[config.mk]
export PLATFORM = sky130hd
export DESIGN_NAME = issue_queue_allocator
export DESIGN_NICKNAME = d
export VERILOG_FILES = /design/src/rtl/issue_queue_allocator_pkg.sv /design/src/rtl/issue_queue_allocator_free_slot_finder.sv /design/src/rtl/issue_queue_allocator.sv
export SDC_FILE = /design/constraint.sdc
export NUM_CORES = 1
export LEC_CHECK = 0
export ABC_AREA = 1
export CAP_MARGIN = 5
export CELL_PAD_IN_SITES_DETAIL_PLACEMENT = 1
export CELL_PAD_IN_SITES_GLOBAL_PLACEMENT = 2
export CORE_MARGIN = 2
export CORE_UTILIZATION = 29
export CTS_CLUSTER_DIAMETER = 100
export CTS_CLUSTER_SIZE = 30
export DETAILED_ROUTE_END_ITERATION = 8
export DONT_BUFFER_PORTS = 1
export GPL_ROUTABILITY_DRIVEN = 0
export GPL_TIMING_DRIVEN = 0
export HOLD_SLACK_MARGIN = 0.08
export PLACE_DENSITY = 0.73
export SLEW_MARGIN = 20
export SYNTH_ARGS = -nofsm -noshare
export SYNTH_HDL_FRONTEND = slang
export SYNTH_HIERARCHICAL = 1
export SYNTH_SLANG_ARGS = --single-unit
[constraint.sdc]
create_clock -name clk -period 5.8 [get_ports clk]
set_input_delay 1.16 -clock clk [delete_from_list [all_inputs] [get_ports clk]]
set_output_delay 1.16 -clock clk [all_outputs]
set_load 0.005 [all_outputs]
[src/rtl/issue_queue_allocator_pkg.sv]
// Shared issue-queue sizing and slot-index type, used by this allocator and priority_decoder.
package rv32i_types;

  localparam int unsigned IQ_DEPTH = 8;

  typedef logic [$clog2(IQ_DEPTH)-1:0] iq_idx_t;

endpackage

[src/rtl/issue_queue_allocator_free_slot_finder.sv]
// Lowest-zero priority encoder over the issue-queue occupancy vector.
module free_slot_finder
  import rv32i_types::*;
#(
  parameter int unsigned Depth = IQ_DEPTH
) (
  input  logic [Depth-1:0]         occ,
  output logic [$clog2(Depth)-1:0] idx,
  output logic                     any_free
);

  localparam int unsigned IdxW = $clog2(Depth);

  // Scan high to low so the last hit, the lowest free index, wins.
  always_comb begin
    idx      = '0;
    any_free = 1'b0;
    for (int i = int'(Depth) - 1; i >= 0; i--) begin
      if (!occ[i]) begin
        idx      = IdxW'(i);
        any_free = 1'b1;
      end
    end
  end

endmodule

[src/rtl/issue_queue_allocator.sv]
// Issue-queue slot allocator: owns the occupancy bitmap, grants the lowest free slot to dispatch
// and releases slots reported issued.
module issue_queue_allocator
  import rv32i_types::*;
#(
  parameter int unsigned QUEUE_DEPTH = IQ_DEPTH
) (
  input  logic                           clk,
  input  logic                           rst,
  input  logic                           flush,
  input  logic                           dispatch_valid,
  output logic                           dispatch_ready,
  output logic [$clog2(QUEUE_DEPTH)-1:0] alloc_addr,
  output logic                           alloc_fire,
  input  logic [QUEUE_DEPTH-1:0]         issue_free,
  output logic [QUEUE_DEPTH-1:0]         occupied,
  output logic [$clog2(QUEUE_DEPTH):0]   occ_count,
  output logic                           full,
  output logic                           empty
);

  localparam int unsigned IdxW = $clog2(QUEUE_DEPTH);
  localparam int unsigned CntW = IdxW + 1;

  logic [QUEUE_DEPTH-1:0] occupied_q, occupied_d;
  logic [CntW-1:0]        occ_count_q, occ_count_d;
  logic [QUEUE_DEPTH-1:0] released;
  logic [QUEUE_DEPTH-1:0] alloc_onehot;
  logic [CntW-1:0]        freed_cnt;
  logic                   any_free;

  free_slot_finder #(
    .Depth(QUEUE_DEPTH)
  ) u_free_slot_finder (
    .occ     (occupied_q),
    .idx     (alloc_addr),
    .any_free(any_free)
  );

  assign full           = (occ_count_q == CntW'(QUEUE_DEPTH));
  assign empty          = (occ_count_q == '0);
  assign dispatch_ready = ~full;
  // Reset also suppresses the storage write, since the slot is discarded anyway.
  assign alloc_fire     = dispatch_valid & dispatch_ready & ~flush & rst;
  assign occupied       = occupied_q;
  assign occ_count      = occ_count_q;

  // Frees on unoccupied slots are masked so they cannot underflow the count.
  assign released     = occupied_q & issue_free;
  assign alloc_onehot = {{(QUEUE_DEPTH - 1){1'b0}}, alloc_fire} << alloc_addr;

  always_comb begin
    freed_cnt = '0;
    for (int i = 0; i < int'(QUEUE_DEPTH); i++) begin
      freed_cnt = freed_cnt + CntW'(released[i]);
    end
  end

  always_comb begin
    occupied_d  = (occupied_q & ~issue_free) | alloc_onehot;
    occ_count_d = occ_count_q + CntW'(alloc_fire) - freed_cnt;
    if (flush) begin
      occupied_d  = '0;
      occ_count_d = '0;
    end
  end

  always_ff @(posedge clk) begin
    if (!rst) begin
      occupied_q  <= '0;
      occ_count_q <= '0;
    end else begin
      occupied_q  <= occupied_d;
      occ_count_q <= occ_count_d;
    end
  end

  a_count_matches_bitmap: assert property (@(posedge clk) disable iff (!rst)
    occ_count_q == CntW'($countones(occupied_q)));

  a_ready_matches_finder: assert property (@(posedge clk) disable iff (!rst)
    any_free == dispatch_ready);

endmodule

* Word-level counts from Yosys, hierarchy flattened
Index checks and enable logic that the tools add are counted.
** Operators by class
- Reductions and logical operators :: 2
- Multiplexer cells :: 8
- Shift operators :: 1
- $add $sub $neg :: 9
- Bitwise gates (word level) :: 10
- Eq/ne operators :: 1
** Operator list (count)
- $mux W3 :: 8
- $add A4 B1 Y4 :: 5
- $and A8 B8 Y8 :: 2
- $not A8 Y8 :: 1
- $or A8 B8 Y8 :: 1
- $shl A1 B3 Y8 :: 1
- $add A3 B1 Y4 :: 1
- $eq A4 B4 Y1 const B :: 1
- $logic_not A4 Y1 :: 1
- $sub A4 B4 Y4 :: 1
- $add A2 B1 Y3 :: 1
- $and A1 B1 Y1 :: 3
- $not A1 Y1 :: 3
- $add A1 B1 Y2 :: 1
- $reduce_or A2 Y1 :: 1
** Storage, ports and cells
- Word-level logic and storage cells :: 33
- Input bits :: 12
- Output and inout port bits :: 19
- Register bits :: 12

* Longest topological paths before layout
- Depth in word-level cells :: 10
- Mapped depth :: 16
- Mapped depth without buffers :: 16

* By module
The synthesis kept the hierarchy.
** By module, submodules not included
- issue_queue_allocator :: area an instance 818.3 um2, sequential area each 240.2 um2, cells an instance 105, times used 1
- free_slot_finder :: area an instance 78.8 um2, sequential area each 0.0 um2, cells an instance 18, times used 1

* Worst setup path before layout
Ideal clock, no wire load.
- Kind :: input -> register
- From :: input flush
- To :: register occ_count_q[3], in the netlist occ_count[3]
- Library setup time :: 0.070 ns
- Stages on the path :: 16
- Buffers on the path :: 0
- Required time :: 5.730 ns
- Slack :: 1.637 ns
- Data arrival time :: 4.093 ns
- Cells stage by stage :: inv_1 nand3_2 a21oi_4 inv_1 fa_1 inv_1 fa_1 inv_1 fa_1 fa_1 inv_1 ha_1 ha_1 xor2_1 or2_1 a21oi_1
** On the way
- Cells in the longest elaborated chain, start to end :: 5
- Elaborated cells between the ends (all ways) :: 6
- Classes of those cells :: add/sub: 2; bitwise: 3; reduce/logical: 1
** Ends and longest elaborated chain
- from (decl) :: line issue_queue_allocator.sv:10 : input logic flush,
- $not A1 Y1 :: line issue_queue_allocator.sv:44 : assign alloc_fire = dispatch_valid & dispatch_ready & ~flush & rst;
- $and A1 B1 Y1 (2 in series) :: line issue_queue_allocator.sv:44
- net alloc_fire :: line issue_queue_allocator.sv:14 : output logic alloc_fire,
- $add A4 B1 Y4 :: line issue_queue_allocator.sv:61 : occ_count_d = occ_count_q + CntW'(alloc_fire) - freed_cnt;
- $sub A4 B4 Y4 :: line issue_queue_allocator.sv:61
- to (signal assigned) :: line issue_queue_allocator.sv:74 : occ_count_q <= occ_count_d;
- to (decl) :: line issue_queue_allocator.sv:26 : logic [CntW-1:0] occ_count_q, occ_count_d;
The timed path passes the listed nets, and every way through them passes these cells.
A chain may end at the register's enable or synchronous reset.

* Worst setup path in the final report
Same ends and word-level chain as after synthesis.

==> impl_results.md <==
- DRT Pass-1 Iters: 4
- Root buffer cell: clkbuf_4
- Fmax: 242 MHz
- CP Max Fanout: 10
- Maxcap violations: 0
- Final hold violation count: 0
- Synthesis-to-layout area growth: 7.17%
- Design area: about 950 µm²
- Clk buf depth: 2
- Worst slew pin tran: 0.639 ns
- Max Transition Viols Final: 0
- # nets final: 151
- Placed Area: between 900 and 1000 µm²
- Total Power: between 0.1 and 0.15 mW
- Non-filler cells, final: ~160
- Relative slew slack: 0.572
- Setup tns final: 0 ns
- Number of global-route vias before repair: ~710
- Ratio of cells with drive above 1 in the final layout: 0.0726
- Via count: 732
- PortBufs: 0
- WL met2: a little under 1 mm
- CP required: roughly 6.0 ns
- DP HPWL: ~1.7 mm
- Placed Cells: about 150
- DR top layer: met4
- Drt wl/cell: around 13 µm
- WS Path Type: input port to register
- # diodes: 0
- Num CTS Buffers: 3
- Routed length on met1: roughly 950 µm
- Number of cell rows: 20
- Reg2reg setup slack: approximately 2.1 ns
- First-iteration detailed-routing DRC count: 20
- Initial antenna violation count: 0
- Commonest non-fill, non-tap cells in the layout: 33 x inv_1, 27 x nand2_1, 12 x dfxtp_1, 9 x nand4_1, 9 x a21oi_1
- Peak supply drop: 0.0793 mV
- Most common cell after layout, fill and taps aside: inv_1
- Setup crit end kind: register
- Avg Cell Area, Syn: around 7.4 µm²
- Post-route DRC violation count: 0
- Global Route Usage Sum: 0.130
- R2r endpoint: occ_count[3]
- Worst Hold Class: register to register
- CTS tree: built
- YS warnings: 6
- Gr ovfl total: 0
- Status: finished, final reports clean
- Remaining antenna violation count: 0
- Crit path to: occ_count[3]
- Syn Inst Count: approximately 120
- Clk_lat worst skew: between 0.2 and 0.3 ns
- Worst Setup SP: flush
- IO Count: 31
- Clock transition at the registers of the reported paths: 0.07 ns
- Post-cts sizing count: 0
- Htree depth: 1
- Fin crit share: 0.713
- TritonCTS Sinks: 12
- RSZ-0062 raised after global routing: false
- Initial core utilization: 0.299
- Die width: 59.4 µm
- Core area: ~3000 µm²
- FF/Latch Area: around 240 µm²
- Fill cells: about 360
- Synthesized area: a little under 900 µm²
- Setup-failing EPs final: 0
- Post-CTS Hold Buffers: 0
- Routed WL: between 2 and 2.5 mm
- R2R Path Start: occ_count[1]
- R2R cell count: 15
- Post-CTS setup buffer count: 0
- Syn Nets: 146
- Fin crit period: 4.14 ns
- Crit path DAT: approximately 4.3 ns
- Vias per cell: roughly 4.7
- Die height: 59.4 µm
- First-pass GRT wire length: 3.27 mm
- Largest net degree at the start of global routing: 11
- Die ar.: ~3500 µm²
- Crit start category: input port
- P per Cell Area: approximately 150 nW/µm²
- DR WL met3: 78 µm
- Clk_skew: between 0.0004 and 0.0005 ns
- Area of the multi-input gates: 518 µm²
- Leakage: 0.450 nW
==> critical path, cell delays in order <==
cell	delay [ns]
inv_1	0.06
nand3_2	0.08
a21oi_4	0.27
inv_1	0.11
fa_1	0.43
inv_1	0.10
fa_1	0.16
inv_1	0.05
fa_1	0.39
fa_1	0.52
inv_1	0.04
ha_1	0.28
ha_1	0.20
xor2_1	0.15
or2_1	0.21
a21oi_1	0.11
==> registers in the layout (all words and copies together), names as in the netlist <==
register   flops
occupied       8
occ_count      4
==> per-layer routing <==
metal | up-vias | global-route usage
met5 | - | 0
met4 | 0 | 0.0682
met3 | 2 | 0.0262
met2 | 11 | 0.195
met1 | 343 | 0.175
li1 | 376 | -
==> where the power goes <==
| group | internal (mW) | switching, mW | leakage (nW) |
|---|---|---|---|
| combinational | 0.00299 | 0.00597 | 0.340 |
| sequential | 0.0828 | 0.000812 | 0.0967 |
| clock | 0.0240 | 0.0242 | 0.0138 |
| total | 0.110 | 0.0310 | 0.450 |
==> cell type report <==
| type | instances | area share |
|---|---|---|
| Clock buffer | 3 | 0.0236 |
| Sequential cell | 12 | 0.252 |
| Multi-Input combinational cell | 74 | 0.543 |
| Buffer | 1 | 0.00394 |
| Inverter | 34 | 0.134 |
| Tap cell | 33 | 0.0433 |
==> worst min path at each step <==
stage | start | end | cells after the start
2_1_floorplan | occupied[6] | occupied[6] | 2
5_1_grt | occupied[0] | occupied[0] | 2
6_report | occupied[6] | occupied[6] | 2
3_5_place_dp | occupied[6] | occupied[6] | 2
4_1_cts | occupied[6] | occupied[6] | 2
3_3_place_gp | occupied[7] | occupied[7] | 2
==> stage by stage <==
stage | setup WS (ns) | hold WS, ns | util
after floorplan | 1.64 | 0.495 | -
after global placement | 1.43 | 0.542 | 0.313
after detailed placement | 1.38 | 0.552 | 0.313
after CTS | 1.65 | 0.561 | 0.320
after global routing | 1.52 | 0.590 | 0.320
final | 1.66 | 0.551 | 0.320
(Power assumes the default switching activity.)
